File: src/rtl/prog_lut.sv
// prog_lut: registered N-input lookup cell whose truth table reloads serially while evaluation keeps running
// Ports:
//   clk, reset            rising-edge clock, asynchronous active-high reset
//   in_valid, x           present an N-bit input vector for evaluation
//   y, y_valid            registered table[x] and its 1-cycle valid pulse
//   cfg_start             begin (or restart) a truth-table load
//   cfg_valid, cfg_bit    serial table bits, entry 2^N-1 first
//   cfg_ready, busy       high while a load is in progress
//   cfg_done              1-cycle pulse after the new table is committed
module prog_lut #(
  parameter int N = 3,
  parameter logic [(1<<N)-1:0] INIT = 8'hE2
) (
  input  logic         clk,
  input  logic         reset,
  input  logic         in_valid,
  input  logic [N-1:0] x,
  output logic         y,
  output logic         y_valid,
  input  logic         cfg_start,
  input  logic         cfg_valid,
  input  logic         cfg_bit,
  output logic         cfg_ready,
  output logic         cfg_done,
  output logic         busy
);
  localparam int D = 1 << N;
  localparam logic [N:0] LAST = (N+1)'(D - 1);
  typedef enum logic {RUN, LOAD} state_t;
  state_t state, state_nx;
  logic [D-1:0] lut, shadow, shifted;
  logic [N:0] count;
  logic xfer, last;
  // a restart outranks a bit arriving in the same cycle
  always_comb begin
    cfg_ready = state == LOAD;
    busy = state == LOAD;
    xfer = cfg_ready && cfg_valid && !cfg_start;
    last = xfer && count == LAST;
    shifted = {shadow[D-2:0], cfg_bit};
    state_nx = cfg_start ? LOAD : last ? RUN : state;
  end
  // the active table changes only on the final bit, so evaluation never sees a partial table
  always_ff @(posedge clk or posedge reset)
    if (reset) begin
      state <= RUN;
      lut <= INIT;
      shadow <= '0;
      count <= '0;
      y <= 1'b0;
      y_valid <= 1'b0;
      cfg_done <= 1'b0;
    end else begin
      state <= state_nx;
      y_valid <= in_valid;
      if (in_valid) y <= lut[x];
      cfg_done <= last;
      if (cfg_start) count <= '0;
      else if (xfer) begin
        count <= count + (N+1)'(1);
        shadow <= shifted;
      end
      if (last) lut <= shifted;
    end
endmodule

File: config.mk
export PLATFORM = sky130hd
export DESIGN_NAME = prog_lut
export DESIGN_NICKNAME = d
export VERILOG_FILES = /design/src/rtl/prog_lut.sv
export SDC_FILE = /design/constraint.sdc
export NUM_CORES = 1
export LEC_CHECK = 0
export CAP_MARGIN = 5
export CORE_ASPECT_RATIO = 0.6
export CORE_MARGIN = 2
export CORE_UTILIZATION = 25
export DETAILED_ROUTE_END_ITERATION = 7
export HOLD_SLACK_MARGIN = 0.1
export PLACE_DENSITY_LB_ADDON = 0.05
export SYNTH_ARGS = -nofsm -noshare
export SYNTH_HDL_FRONTEND = slang
export SYNTH_SLANG_ARGS = --single-unit
File: constraint.sdc
create_clock -name clk -period 2.43 [get_ports clk]
set_clock_uncertainty 0.1 [all_clocks]
set_input_delay 0.3645 -clock clk [delete_from_list [all_inputs] [get_ports clk]]
set_output_delay 0.3645 -clock clk [all_outputs]
set_load 0.03 [all_outputs]
=== Word level (Yosys, flattened, before mapping) ===
Index checks and enable logic that the tools add are counted.

* Bits in registers: 23
* Bits in latches: 0
* Bits in writable memories: 0
* ROM bits: 0
* Bits of input ports: 9
* Word-level logic and storage cells: 24
* Memories: 0

* $add $sub $neg: 1
* Multipliers: 0
* Divide/modulo/power cells: 0
* $lt $le $gt $ge: 1
* Equality and inequality tests: 1
* Shift operators: 0
* Muxes and demuxes: 6
* Bitwise logic cells: 1
* Reductions and logical operators: 7

{| class="wikitable"
|+ Operators with widths
! kind !! count
|-
| two-way mux 4 bit || 2
|-
| adder 4 x 1 -> 4 bit, second input constant || 1
|-
| equality test 4 x 3 -> 1 bit, second input constant || 1
|-
| < comparator 3 x 4 -> 1 bit, second input constant || 1
|-
| nonzero test 2 bit || 2
|-
| binary-select mux 1 bit (select 3 bit) || 1
|-
| logical AND 1 bit || 3
|-
| two-way mux 1 bit || 3
|-
| AND reduction 2 bit || 1
|-
| zero test 1 bit || 1
|-
| inverter 1 bit || 1
|}

=== Logic depth before layout (Yosys ltp) ===
* Word-level depth: 5
* Mapped depth: 5
* Depth with buffers taken out: 4

=== Worst setup path before layout ===
Ideal clock, no wire load.

* Path kind: register to register
* From: reg state, in the netlist busy
* To: reg lut[0]
* Arrival: 1.630 ns
* Required time: 2.205 ns
* Slack: 0.575 ns
* Cell stages (with the launch flop): 5
* Path buffers: 1
* Period minus slack after synthesis: 1.855 ns
* Path through: dfrtp_1 nand3_2 or4b_1 buf_6 mux2_4

* Longest elaborated chain between the ends: 3

{| class="wikitable"
|+ RTL lines
! element !! line !! source
|-
| start, declared || 30 || <nowiki>state_t state, state_nx;</nowiki>
|-
| start signal, assigned || 54 || <nowiki>state <= state_nx;</nowiki>
|-
| logical AND 1 bit (2 in series) || 38 || <nowiki>xfer = cfg_ready && cfg_valid && !cfg_start;</nowiki>
|-
| logical AND 1 bit || 39 || <nowiki>last = xfer && count == LAST;</nowiki>
|-
| end signal, assigned || 63 || <nowiki>if (last) lut <= shifted;</nowiki>
|-
| end, declared || 31 || <nowiki>logic [D-1:0] lut, shadow, shifted;</nowiki>
|}

Every way passes these cells.
A chain may end at the register's enable or synchronous reset.

=== Worst setup path in the final report ===
* From: in cfg_valid
* To: reg lut[4]

* Longest elaborated chain between the ends: 3

{| class="wikitable"
|+ RTL lines
! element !! line !! source
|-
| start, declared || 21 || <nowiki>input logic cfg_valid,</nowiki>
|-
| logical AND 1 bit (2 in series) || 38 ||
|-
| logical AND 1 bit || 39 ||
|}

Every way passes these cells.

==> metrics <==
CP startpoint cfg_valid; commonest non-fill, non-tap cell in the layout dfrtp_1; Final Hold Vio Count 0; Area growth, synth to finish 23.0%; H-tree depth 1; most frequent cells in the layout dfrtp_1, clkdlybuf4s50_1, mux2_4, mux2_2, mux2i_1; dpl hpwl approximately 1.4 mm; syn_nets between 70 and 80; LEAKAGE 0.563 nW; setup ws final between 0.4 and 0.5 ns; Unique masters post-synth 22; worst vdd ir 0.000237 V; worst r2r src count[0]; CTS Buffer Depth 2; drt wl/cell between 15 and 20 um; run status complete, no violations; mapped cell area 1000 um2; Slew Limit Fails 0; worst slack at placement around 0.22 ns; worst-skew pair later-pin latency 0.26 ns; Crit path required time 2.48 ns; multiplexer share of the synthesized area 0.272; GRT Total Usage 0.101; total stage count of the critical path 5; drc violations 0; worst reg2reg setup slack 0.54 ns; Tmin final about 1.9 ns; initial antenna violation count 0; Post-Route Setup TNS 0 ns; Clock Pin Slew Worst Setup and Hold Paths around 0.08 ns; Core Region between 3000 and 4000 um2; fillers ~380; Avg Inst Size Synth between 10 and 15 um2; Slowest-stage cell, CP clkdlybuf4s50_1; Max-cap violations 0; Initial Util 0.267; IO Port Bufs 13; Post-Layout Cell Count approximately 130; Top Family by Delay on Critical Path buffers and inverters; Clock Sinks 23; CTS Hold Bufs 0; die height between 50 and 60 um; die area 4540 um2; main combinational cell family by area after synthesis multiplexers; Net Sw Power 0.000196 W; I/O pin count 14; via count about 560; synth top area cells dfrtp_1, mux2_4, dfstp_2; XOR/XNOR share of the synthesized area 0.0175; WP data arrival between 1.5 and 2 ns; Synth Warn # 0; Hold Slack between 0.3 and 0.4 ns; Tot Pwr around 0.0008 W; TritonCTS clock tree done; fmax 0.517 GHz; Root Buffer clkbuf_8; WL met2 around 830 um; post-synthesis sequential area ratio 0.581; nets 95; Cells after Synth 68; initial drt markers 18; PwrDens around 650 nW/um2; combinational share of power 0.115; Final Cycle Share 0.797; Int Pwr 0.000608 W; Worst-Margin Slew 0.306 ns; critical path fanouts, max 10; highest routed layer met3; vias in the first global route about 600; CTS Buf Count 3; Flop pwr share 0.588; Placed Cells about 130; met3 WL between 90 and 100 um; Tightest Hold Check Type in2async; Critical Path End lut[4]; WS Path Type in2reg; Worst R2R Path Depth 5; slowest stage delay, CP about 0.53 ns; crit-path cells clkdlybuf4s50_1, nand3_2, or4b_1, buf_4, mux2_4; cell accounting for the most synthesized area dfrtp_1; routability cong. between 0.7 and 0.8; WP buf/inv 2; WL met1 1.05 mm; post_cts resized 0; share of post-route cells with drive strength above 1 0.333; row count 17; Post-CTS Setup Bufs 0; GRT overflow 0; simple-gate share of the synthesized area 0.0576; RSZ-0062 raised after global routing false; drt pass-1 iters 4; final setup vio count 0; Switching Fraction 0.244; Synth Area in Adders 0.0125; reg2reg end lut[4]; Avg Vias per Cell around 4.3; crit path launch type primary input; Clk pwr share 0.298; DIE WIDTH approximately 86 um; n_diodes 0; top-area cell type share of the netlist area 0.476; ANT nets after route 0; first-pass GRT wire length 3.26 mm; Yosys reg bits 23; final WL about 2.0 mm; pin count of the biggest net entering global routing 24; endpoint class of the critical path register; Synth Area in Compound Gates 0.0225; slew margin rel. 0.795
per-stage QoR:
stage                util  instance area, um2
finish              0.329                1230
global route        0.329                1230
CTS                 0.329                1230
detailed placement  0.317                1180
global placement    0.317                1180
floorplan               -                1000
worst min-delay path, cell delays in order:
cell             delay (ns)
clkdlybuf4s50_1        0.40
inv_1                  0.05
buf_4                  0.29
worst min path at each step:
stage | from | endpoint | slack, ns | cells past startpoint
after floorplan | reset | busy | 0.26 | 1
after global placement | lut[4] | lut[4] | 0.40 | 1
final | reset | count[0] | 0.34 | 3
after global routing | reset | cfg_done | 0.37 | 3
after CTS | reset | shadow[1] | 0.35 | 3
after detailed placement | lut[0] | lut[0] | 0.40 | 1
power by group through the flow:
stage          sequential [W]  combinational, W  clock [W]
2_1_floorplan        0.000464         0.0000630          0
3_3_place_gp         0.000481         0.0000915          0
3_5_place_dp         0.000481         0.0000935          0
4_1_cts              0.000473         0.0000939   0.000248
5_1_grt              0.000482          0.000105   0.000267
6_report             0.000472         0.0000920   0.000239
metal layers:
layer	global-route usage	up-vias
met4	0.0238	0
met1	0.137	280
met5	0	-
met2	0.150	11
li1	-	267
met3	0.0421	0
cells by family (layout without fill, tap and decap cells):
logic type      after synthesis  count (layout)
compound gates                4               4
xor+xnor                      2               2
fa+ha+maj                     1               1
buf+inv                       7              23
flops                        23              23
mux                          21              21
simple gates                 10              10
cell usage after synthesis:
master	number
dfrtp_1	19
mux2_4	8
mux2_2	7
mux2i_1	5
dfstp_2	4
inv_1	3
a21oi_1	2
clkbuf_1	2
nand2_1	2
nand3_1	2
nor2_1	2
xor2_1	2
buf_4	1
buf_6	1
ha_1	1
mux4_2	1
nand3_2	1
o21a_1	1
o21ai_0	1
or2_2	1
or3_1	1
or4b_1	1
registers in the layout, summed over array words and instances (netlist names):
name	count
shadow	7
count	4
busy	1
lut	8
y_valid	1
cfg_done	1
y	1
layout make-up:
| cell class | count | area (um2) | area share |
|---|---|---|---|
| tap | 47 | 58.8 | 0.0478 |
| clock buffer | 4 | 45.0 | 0.0366 |
| inverter | 3 | 11.3 | 0.00916 |
| sequential | 23 | 581 | 0.472 |
| multi-input combinational | 38 | 382 | 0.310 |
| timing repair buffer | 16 | 153 | 0.124 |
Power figures use the tool's default switching activity.
